<file path="src/rtl/pixel_word_fifo.sv">
// pixel_word_fifo: packs framed 8-bit pixels into 32-bit words and buffers them in a fall-through FIFO
module pixel_word_fifo #(
  parameter int ROWS       = 112,
  parameter int COLS       = 112,
  parameter int DEPTH_LOG2 = 4
) (
  input  logic                  clk,
  input  logic                  reset,
  input  logic                  startFrame,
  input  logic [7:0]            pixelin,
  input  logic                  pixelvalid,
  input  logic                  rd_en,
  output logic [31:0]           rd_data,
  output logic                  rd_valid,
  output logic [DEPTH_LOG2:0]   fifo_count,
  output logic                  busy,
  output logic                  frame_done,
  output logic                  overflow
);
  localparam int DEPTH = 1 << DEPTH_LOG2;
  localparam logic [7:0] LAST_ROW = 8'(ROWS - 1);
  localparam logic [7:0] LAST_COL = 8'(COLS - 1);
  typedef enum logic [1:0] {IDLE, CAPTURE, FLUSH, DONE} state_t;
  state_t r_state, w_state_n;
  logic [7:0] r_row, r_col;
  logic [1:0] r_idx;
  logic [23:0] r_pack;
  logic [31:0] r_mem [DEPTH];
  logic [DEPTH_LOG2-1:0] r_wr_ptr, r_rd_ptr, w_rd_ptr_n;
  logic [DEPTH_LOG2:0] r_count;
  logic [31:0] r_rd_data, w_word;
  logic r_overflow, w_accept, w_last, w_push, w_pop, w_full, w_wr;
  assign w_accept   = r_state == CAPTURE && pixelvalid;
  assign w_last     = r_row == LAST_ROW && r_col == LAST_COL;
  assign w_push     = (w_accept && r_idx == 2'd3) || r_state == FLUSH;
  // Lanes not yet filled are already zero because the pack register clears after every word
  assign w_word     = r_state == FLUSH ? {8'd0, r_pack} : {pixelin, r_pack};
  assign w_pop      = rd_en && r_count != '0;
  assign w_full     = r_count == (DEPTH_LOG2 + 1)'(DEPTH);
  assign w_wr       = w_push && (!w_full || w_pop);
  assign w_rd_ptr_n = r_rd_ptr + DEPTH_LOG2'(w_pop);
  always_comb begin
    w_state_n = r_state;
    case (r_state)
      IDLE:    w_state_n = startFrame ? CAPTURE : IDLE;
      CAPTURE: w_state_n = (w_accept && w_last) ? (r_idx == 2'd3 ? DONE : FLUSH) : CAPTURE;
      FLUSH:   w_state_n = DONE;
      default: w_state_n = IDLE;
    endcase
  end
  always_ff @(posedge clk) begin
    if (!reset) begin
      r_state    <= IDLE;
      r_row      <= '0;
      r_col      <= '0;
      r_idx      <= '0;
      r_pack     <= '0;
      r_wr_ptr   <= '0;
      r_rd_ptr   <= '0;
      r_count    <= '0;
      r_rd_data  <= '0;
      r_overflow <= 1'b0;
    end else begin
      r_state <= w_state_n;
      if (r_state == IDLE && startFrame) begin
        r_row      <= '0;
        r_col      <= '0;
        r_idx      <= '0;
        r_pack     <= '0;
        r_overflow <= 1'b0;
      end else if (w_accept) begin
        r_idx  <= r_idx + 2'd1;
        r_pack <= r_idx == 2'd3 ? '0 : r_pack | (24'(pixelin) << {r_idx, 3'b000});
        r_col  <= r_col == LAST_COL ? '0 : r_col + 8'd1;
        if (r_col == LAST_COL) r_row <= r_row + 8'd1;
      end
      if (w_push && w_full && !w_pop) r_overflow <= 1'b1;
      if (w_wr) r_wr_ptr <= r_wr_ptr + 1'b1;
      r_rd_ptr <= w_rd_ptr_n;
      r_count  <= r_count + (DEPTH_LOG2 + 1)'(w_wr) - (DEPTH_LOG2 + 1)'(w_pop);
      if (w_wr || w_pop) r_rd_data <= (w_wr && w_rd_ptr_n == r_wr_ptr) ? w_word : r_mem[w_rd_ptr_n];
    end
  end
  always_ff @(posedge clk) begin
    if (reset && w_wr) r_mem[r_wr_ptr] <= w_word;
  end
  assign rd_data    = r_rd_data;
  assign rd_valid   = r_count != '0;
  assign fifo_count = r_count;
  assign busy       = r_state == CAPTURE || r_state == FLUSH;
  assign frame_done = r_state == DONE;
  assign overflow   = r_overflow;
endmodule

</file>
<file path="config.mk">
export PLATFORM = sky130hd
export DESIGN_NAME = pixel_word_fifo
export DESIGN_NICKNAME = d
export VERILOG_FILES = /design/src/rtl/pixel_word_fifo.sv
export SDC_FILE = /design/constraint.sdc
export NUM_CORES = 1
export LEC_CHECK = 0
export ABC_CLOCK_PERIOD_IN_PS = 6050
export BUFFER_PORTS_ARGS = -buffer_cell sky130_fd_sc_hd__buf_2
export CELL_PAD_IN_SITES_DETAIL_PLACEMENT = 0
export CELL_PAD_IN_SITES_GLOBAL_PLACEMENT = 1
export CORE_MARGIN = 3
export CORE_UTILIZATION = 50
export DETAILED_ROUTE_END_ITERATION = 8
export GPL_ROUTABILITY_DRIVEN = 0
export GPL_TIMING_DRIVEN = 0
export PLACE_DENSITY = 0.75
export REMOVE_ABC_BUFFERS = 1
export SYNTH_ARGS = -nofsm -noshare
export SYNTH_HDL_FRONTEND = slang
export SYNTH_SLANG_ARGS = --single-unit
export TNS_END_PERCENT = 100
</file>
<file path="constraint.sdc">
create_clock -name clk -period 6.05 [get_ports clk]
set_clock_uncertainty 0.1 [all_clocks]
set_input_delay 0.3025 -clock clk [delete_from_list [all_inputs] [get_ports clk]]
set_output_delay 0.3025 -clock clk [all_outputs]
set_load 0.01 [all_outputs]
</file>
Word-level counts from Yosys, hierarchy flattened:

Memories as Yosys holds them, arrays and structs flattened. A register that Yosys moved wholly into a read port is not among the register bits.
Cells that the tools add are included.

* logic and storage cells: 60
* memory bits (writable): 512
* input port bits: 13
* output and inout bits: 41
* memories: 1
* register bits after elaboration: 58

Memories
* r_mem: depth 16, bits a word 32, rd ports 1, clocked after Yosys merged registers in 1, write ports 1, RTL line 28 `logic [31:0] r_mem [DEPTH];`

* eq/ne operators: 7
* muxes and demuxes: 11
* reductions and logical operators: 22
* bitwise gates (word level): 2
* add/subtract/negate cells: 7
* shift operators: 1

Operators by type and width (count)
* $mux W32: 1
* $mux W24: 1
* $or A24 B24 Y24: 1
* $shl A8 B5 Y24: 1
* $add A8 B1 Y8 const B: 2
* $eq A8 B7 Y1 const B: 2
* $logic_and A1 B1 Y1: 10
* $mux W8: 1
* $eq A2 B2 Y1 const B: 3
* $mux W1: 6
* $pmux W2 S3: 1
* $add A5 B1 Y5: 1
* $eq A5 B5 Y1 const B: 1
* $reduce_bool A5 Y1: 1
* $sub A5 B1 Y5: 1
* $add A4 B1 Y4: 1
* $add A4 B1 Y4 const B: 1
* $logic_or A1 B1 Y1: 4
* $logic_not A1 Y1: 3
* $add A2 B1 Y2 const B: 1
* $eq A2 B1 Y1 const B: 1
* $logic_not A2 Y1: 1
* $mux W2: 1
* $reduce_and A2 Y1: 1
* other kinds (3): 3

Depth between registers and ports, before layout:

Gate-level depths: netlist of run 1.

* word-level depth: 8
* mapped depth: 14

Least setup slack after synthesis of run 1:

Ideal clock, no wire load.

* path type: register to register
* start: reg r_state[0]
* end: mem r_mem[0][0], enable pin
* required time: 5.489 ns
* setup time: 0.461 ns
* period minus slack after synthesis: 4.031 ns
* path buffers: 0
* cell stages (with the launch flop): 7
* slack: 2.019 ns
* arrival time: 3.470 ns
* path through: dfxtp_1 inv_1 ha_1 a31oi_1 a211oi_2 nand2_1 nor3_1

* cells in the longest elaborated chain, start to end: 8

RTL lines
* start, declared: RTL line 24 `state_t r_state, w_state_n;`
* start signal, assigned: RTL line 64 `r_state <= w_state_n;`
* $eq A2 B1 Y1: RTL line 33 `assign w_accept = r_state == CAPTURE && pixelvalid;`
* $logic_and A1 B1 Y1: RTL line 33
* $logic_and A1 B1 Y1: RTL line 35 `assign w_push = (w_accept && r_idx == 2'd3) || r_state == FLUSH;`
* $logic_or A1 B1 Y1 (*): RTL line 35
* $logic_and A1 B1 Y1 (*): RTL line 40 `assign w_wr = w_push && (!w_full || w_pop);`
* $logic_and A1 B1 Y1 (*): RTL line 85 `if (reset && w_wr) r_mem[r_wr_ptr] <= w_word;`
* $mux W1 (*): RTL line 85
* $mux W1 (not written as such) (*): RTL line 85
* end, declared: RTL line 28

Mark *: on every way between the ends. The rest lies on a longest branch, timed or not.

Worst setup path in the final report of run 1:

* start: reg r_count[3] (netlist: fifo_count[3])
* end: reg r_rd_data[13] (netlist: rd_data[13]) (read register of r_mem)

* cells in the longest elaborated chain, start to end: 5

RTL lines
* start, declared: RTL line 30 `logic [DEPTH_LOG2:0] r_count;`
* start signal, assigned: RTL line 80 `r_count <= r_count + (DEPTH_LOG2 + 1)'(w_wr) - (DEPTH_LOG2 + 1)'(w_pop);`
* parallel branches: the longest is 5 deep, another holds $add A4 B1 Y4
* end, declared: RTL line 31 `logic [31:0] r_rd_data, w_word;`

Several ways; the timed one is not identified.
A chain may end at the register's enable or synchronous reset.

==> flow_metrics.tcl, run 1 <==
set metrics [dict create \
    status "finished, final reports clean" \
    cts.hold.buffers_added 10 \
    crit_fanout 32 \
    yosys.area_share.simple 0.02804 \
    clk_latency_ps 610 \
    final_core_util 0.5892 \
    synth.most_common_cell "edfxtp_1" \
    drc 0 \
    cap_violations 0 \
    rsz0062_at_grt "false" \
    dpl_worst_slack_ps 1427 \
    crit_path_end_kind "flop" \
    cpPeakStageDelay_ps 740 \
    total_leakage_power_uw 0.009217 \
    clock-sinks 602 \
    die_y_um 222.1 \
    die_w_um 222.1 \
    synth-edff-count 512 \
    syn_avg_cell_area_um2 19.57 \
    yosysTopAreaCell "edfxtp_1" \
    synth_cell_types 44 \
    synth_top_family_by_area "multiplexers" \
    cts_resized 0 \
    hpwl_um 30320 \
    crit_chain "inv_1 > ha_1 > nor3b_1 > nand2b_1 > and2_1 > ha_4 > ha_4 > xor2_4 > xnor2_1 > and4_2 > buf_12 > nand2b_4 > o21ai_1" \
    hp-class "input pin to flop" \
    rows 78 \
    initial_core_util 0.5100 \
    core_um2 45770 \
    cp-start-kind "flop" \
    worst_ir_drop_vdd_mv 0.2811 \
    synth-main-ff-cell "edfxtp_1" \
    tightestPinTransition_ps 1284 \
    synth.cell_area_um2 23340 \
    yosys-top-cells-count "edfxtp_1, mux4_2, dfxtp_1" \
    drt-total-wl_um 50420 \
    post-cts-setup-buffer-count 0 \
    crit_top_cell "ha_4" \
    setup_viol 0 \
    vias_per_cell 5.891 \
    fin_tns_setup_ps 0 \
    worst_slew_margin_rel 0.1442 \
    synthAdderAreaFrac 0.01211 \
    drive_gt1_frac 0.2793 \
    fin_ws_ps 1464 \
    drv_slew 0 \
    ctsHtreeMaxLevel 2 \
    synth_mux_area_frac 0.1673 \
    synth_top_area_frac 0.6587 \
    max_freq_mhz 218.1 \
    synth_xor_area_frac 0.01045 \
    cts_buffer_depth 3 \
    area_growth_pct 15.55 \
    numCtsBuffers 60 \
    cp.arrival_ps 4930 \
    avgRoutedWirePerCell_um 25.86 \
    vias 11490 \
    required_ps 6400 \
    p_per_area_nw_per_um2 399.8 \
    clk_pin_slew_worst_paths_ps 60 \
    grt_max_degree 55 \
    synth.area.top_cells "edfxtp_1, mux4_2, dfxtp_1" \
    syn-instance-count 1193 \
    synthArstFlopShare 0 \
    grt_pass1_wl_um 75190 \
    hold_viol 0 \
    grt_pass1_vias 11730 \
    boundaryPins 54 \
    overflow 0 \
    yosys_register_bits 602 \
    critPathSlowestCell "xor2_4" \
    num_antenna_cells 0 \
    dr.pass1.iters 5 \
    dieArea_um2 49310 \
    cts_root_buf "clkbuf_16" \
    holdWs_ps 42.54 \
    synth_compound_area_frac 0.02889 \
    drt.antenna.violating_nets 0 \
    synth-seq-area-share 0.7359 \
    track_usage 0.2058 \
    critPathKind "flop to flop" \
    cts_tree "done" \
    period_minus_slack_ps 4586 \
    antenna_found_initial 1 \
    numPortBuffers 53 \
    ys_warn_count 0 \
    drtIter0Drc 929 \
    finalNetCount 1335 \
    fin_crit_sh 0.7580 \
]
==> area by class of cell <==
type	count	area, µm²
Fill cell	3356	18800
Sequential cell	602	17180
Inverter	12	45.04
Multi-Input combinational cell	518	5941
Clock inverter	32	271.5
Timing Repair Buffer	106	1149
Tap cell	600	750.7
Clock buffer	80	1637
==> critical path, delay by kind of cell (launching register included) <==
| family | cells | cell delay, ps |
|---|---|---|
| AOI/OAI and AO/OA | 1 | 170 |
| xor gates and xnor gates | 2 | 930 |
| adders and majority gates | 3 | 490 |
| buffers and inverters | 2 | 370 |
| DFF | 1 | 330 |
| and+or+nand+nor | 5 | 2000 |
==> report_power, final <==
part,internal [µW],switching (µW),total (µW)
Sequential,4540,67.4,4610
Clock,2060,1500,3560
Combinational,1410,1200,2610
==> metrics by stage <==
stage	instances	instance area, µm²	total power, µW
after floorplan	1132	22980	6662
after global placement	1785	24000	6755
after detailed placement	1828	24960	7365
after CTS	1950	26970	10930
after global routing	1950	26970	11260
final	1950	26970	10780
==> metal layers <==
layer	share of wire	global-route usage
met2	0.51	0.3490
met4	0.021	0.04809
met1	0.40	0.2774
met3	0.069	0.04210
met5	0	0
==> final timing paths <==
check / from / end / slack [ps] / cells past startpoint
setup / recovery: fifo_count[3] / rd_data[13] / 1460 / 13
hold / removal: rd_en / overflow / 40 / 6
setup reg to reg: fifo_count[3] / rd_data[13] / 1460 / 13
hold reg to reg: rd_data[27] / rd_data[27] / 370 / 2
==> cells by family (layout without fill, tap and decap cells) <==
kind of cell	Yosys count	count (layout)
flops	602	602
mux	226	226
simple gates	136	136
compound gates	107	107
buf+inv	73	230
xor+xnor	27	27
fa+ha+maj	22	22
==> registers in the layout (all words and copies together), names as in the netlist <==
name / count
r_idx: 2
fifo_count: 5
r_pack: 24
r_state: 2
overflow: 1
r_rd_ptr: 4
r_mem: 512
r_col: 8
rd_data: 32
r_row: 8
r_wr_ptr: 4
==> cells in the final DEF, fill, tap and decap left out, types with 7 or more instances in the layout <==
cell           instances
edfxtp_1             512
mux4_2               128
dfxtp_1               90
mux2i_1               65
clkbuf_16             60
nor2_1                56
buf_2                 53
a21oi_1               34
mux2_2                33
o21ai_1               33
a32oi_1               32
ha_1                  19
buf_12                18
nand2_1               17
clkbuf_1              14
clkinv_2              14
xor2_1                13
nor2_4                13
xnor2_1               12
buf_6                 12
inv_1                 11
dlygate4sd3_1         10
nor2b_1                9
clkinv_1               9
buf_16                 8
and2_1                 7
No activity file was read; power rests on OpenSTA's default activity.
==> run 2: changes to the inputs <==
--- a/config.mk
+++ b/config.mk
@@ -5,7 +5,8 @@
 export SDC_FILE = /design/constraint.sdc
 export NUM_CORES = 1
 export LEC_CHECK = 0
-export ABC_CLOCK_PERIOD_IN_PS = 6050
+export ABC_AREA = 1
+export ABC_CLOCK_PERIOD_IN_PS = 4270
 export BUFFER_PORTS_ARGS = -buffer_cell sky130_fd_sc_hd__buf_2
 export CELL_PAD_IN_SITES_DETAIL_PLACEMENT = 0
 export CELL_PAD_IN_SITES_GLOBAL_PLACEMENT = 1
@@ -14,7 +15,7 @@
 export DETAILED_ROUTE_END_ITERATION = 8
 export GPL_ROUTABILITY_DRIVEN = 0
 export GPL_TIMING_DRIVEN = 0
-export PLACE_DENSITY = 0.75
+export PLACE_DENSITY = 0.81
 export REMOVE_ABC_BUFFERS = 1
 export SYNTH_ARGS = -nofsm -noshare
 export SYNTH_HDL_FRONTEND = slang
==> constraint.sdc (replaced) <==
create_clock -name clk -period 4.27 [get_ports clk]
set_clock_uncertainty 0.1 [all_clocks]
set_input_delay 0.2135 -clock clk [delete_from_list [all_inputs] [get_ports clk]]
set_output_delay 0.2135 -clock clk [all_outputs]
set_load 0.01 [all_outputs]
==> run 2 against run 1 <==
  * Sequential power grew 42%
  * Worst hold slack gained 59 ps
  * Setup slack lost 1200 ps
  * Non-clock buffer count increased by 5
  * Synthesized cell count rose by 94%
  * Sequential share of layout area fell by 3.3 points
  * Flip-flop and latch count did not move
==> flow_metrics.tcl, run 2 <==
set metrics [dict create \
    grt_max_degree 130 \
    synth_cell_types 29 \
    seqCellArea_um2 17180 \
    synth_mux_area_frac 0 \
    worst-r2r-setup-slack_ps 280 \
    worstSetupPathDepth 22 \
    synthArstFlopShare 0 \
    synth-main-ff-cell "edfxtp_1" \
    crit_chain "inv_1 > ha_1 > nand3_1 > nand2_1 > inv_1 > ha_4 > ha_4 > buf_16 > inv_6 > buf_16 > nand2_1 > nand2_1 > nor2_1 > nand2_2 > nor2_4 > buf_12 > buf_4 > buf_4 > nand3_1 > nand2_1 > inv_1 > a21oi_1" \
    initial_core_util 0.5125 \
    cap_violations 0 \
    clock-sinks 602 \
    drtIter0Drc 1934 \
    crit_top_cell "nand2_1" \
    yosys.area_share.simple 0.2248 \
    clk_pin_slew_worst_paths_ps 60 \
    switching_share 0.3466 \
    final_core_util 0.5885 \
    cp_num_buf_inv 9 \
    drc 0 \
    critPathSlowestCell "dfxtp_1" \
    cpPeakStageDelay_ps 340 \
    p_int_uw 11280 \
    synth.cell_area_um2 24780 \
    die_y_um 228.6 \
    synth_top_family_by_area "simple AND/OR/NAND/NOR gates" \
    synth.most_common_cell "nand2_1" \
    rows 80 \
    synthAdderAreaFrac 0.01141 \
    ys_warn_count 0 \
    area_growth_pct 14.82 \
    fillerInstances 3888 \
    hp-class "input pin to flop" \
    synth_xor_area_frac 0.001414 \
    cp-start-kind "flop" \
    crit_path_end_kind "flop" \
    worst_ir_drop_vdd_mv 0.4874 \
    drt.antenna.violating_nets 0 \
    numPortBuffers 53 \
    dr.pass1.iters 6 \
    rsz0062_at_grt "false" \
    fin_crit_sh 0.9347 \
    hold_viol 0 \
    largest_reg_flops 512 \
    avgRoutedWirePerCell_um 21.56 \
    cts_tree "done" \
    synth-seq-area-share 0.6932 \
    worst_slew_margin_rel 0.1028 \
    track_usage 0.2477 \
    ff2ff_path_depth 22 \
    cts_root_buf "clkbuf_16" \
    hpwl_um 34060 \
    vias 17180 \
    num_antenna_cells 0 \
    cts_buffer_depth 3 \
    vias_per_cell 5.605 \
    grt_pass1_wl_um 98390 \
    antenna_found_initial 0 \
    hold_depth 4 \
    p_sw_uw 5986 \
    total_power_uw 17270 \
    drt-total-wl_um 66070 \
    boundaryPins 54 \
    synth_compound_area_frac 0.02646 \
    max_freq_mhz 250.5 \
    cp.arrival_ps 4440 \
    critPathKind "flop to flop" \
    setup_viol 0 \
    finalNetCount 2395 \
    syn-instance-count 2314 \
    overflow 0 \
    syn_avg_cell_area_um2 10.71 \
    synth-edff-count 512 \
    yosysTopAreaCell "edfxtp_1" \
    yosys_register_bits 602 \
    total_leakage_power_uw 0.01097 \
    numCtsBuffers 60 \
    pwr-share-clk 0.300 \
    fin_tns_setup_ps 0 \
    synth_top_area_frac 0.6205 \
    final_cell_mix "nand2_1, edfxtp_1, nand3_1" \
    regMostFlops "r_mem" \
    grt_pass1_vias 16280 \
    yosys-top-cells-count "nand2_1, edfxtp_1, nand3_1" \
    core_um2 48350 \
    multi_input_area_um2 6726 \
    synth.area.top_cells "edfxtp_1, nand2_1, nand3_1" \
    crit_fanout 45 \
    power_frac_comb 0.320 \
    p_per_area_nw_per_um2 607.1 \
    die_w_um 228.6 \
    period_minus_slack_ps 3991 \
    ctsHtreeMaxLevel 2 \
    clk_latency_ps 620 \
    seq_power_share 0.380 \
    drv_slew 0 \
    critPathTopFamily "buffers and inverters" \
    final_common_cell "nand2_1" \
    tightestPinTransition_ps 1341 \
    status "finished, final reports clean" \
    required_ps 4720 \
    dieArea_um2 52260 \
    drive_gt1_frac 0.09174 \
]
## run 2: cell count changes after synthesis, sizes merged, moves of 11 or more
cell and change:
a32oi -32, nand3 +428, a21oi +43, clkbuf +11
buf +57, inv +89, mux4 -128, xor2 -13
o21ai +15, nand2 +787, mux2i -65, mux2 -33
## run 2: power by group through the flow
stage / registers (µW) / logic (µW) / clock network [µW]
2_1_floorplan: 6700 / 2920 / 0
3_3_place_gp: 6650 / 3080 / 0
3_5_place_dp: 6680 / 5100 / 0
4_1_cts: 6560 / 5380 / 5240
5_1_grt: 6570 / 6180 / 5480
6_report: 6560 / 5530 / 5180
## run 2: layout make-up
class                   count  area share
inverters                 101     0.01421
clock buffers              96     0.06368
repair inverters            1   0.0003079
repair buffers            111     0.04816
flip-flops and latches    602      0.6037
multi-input cells        1483      0.2364
well taps                 656     0.02885
clock inverters            15    0.004618
## run 2: through the flow
stage	cell area, µm²	setup slack [ps]	hold WS (ps)	std cells
6_report	28450	278.8	101.1	3065
5_1_grt	28450	15.64	175.0	3065
4_1_cts	28340	9.379	69.12	3059
3_5_place_dp	26100	-2102	340.1	2925
3_3_place_gp	25190	-12190	333.0	2894
2_1_floorplan	24100	-4718	207.0	2185
## run 2: kinds of logic after synthesis
family,after synthesis
AND/OR/NAND/NOR,1326
flip-flops,602
buffers and inverters,230
AO/OA/AOI/OAI,130
adder cells (fa/ha/maj),22
XOR/XNOR,4
## run 2: worst paths after layout
| path | startpoint | to |
|---|---|---|
| max reg2reg | fifo_count[3] | rd_data[30] |
| min reg2reg | r_col[6] | r_col[6] |
| max | fifo_count[3] | rd_data[30] |
| min | pixelvalid | r_col[1] |
## run 2: worst register-to-register path, delay by kind of cell, from the launching register on
| kind | cells | cell delay, ps |
|---|---|---|
| buf+inv | 9 | 1630 |
| simple gates | 9 | 1120 |
| fa+ha+maj | 3 | 640 |
| flops | 1 | 340 |
| compound gates | 1 | 100 |
## run 2: what timing repair did
action,in CTS,in global routing
endpoints found under the setup margin,32,32
gates cloned,3,2
endpoints found under the hold margin,15,0
pin swaps,4,1
resized for setup,3,2
buffers inserted,10,3
hold buffers,11,0
## run 2: layer usage
layer  vias up  global-route usage  part of all wire
li1       8013                   -                 -
met1      8264              0.3532              0.43
met2       760              0.3967              0.46
met3       142             0.03714             0.083
met4         0             0.07557             0.030
met5         -                   0                 0
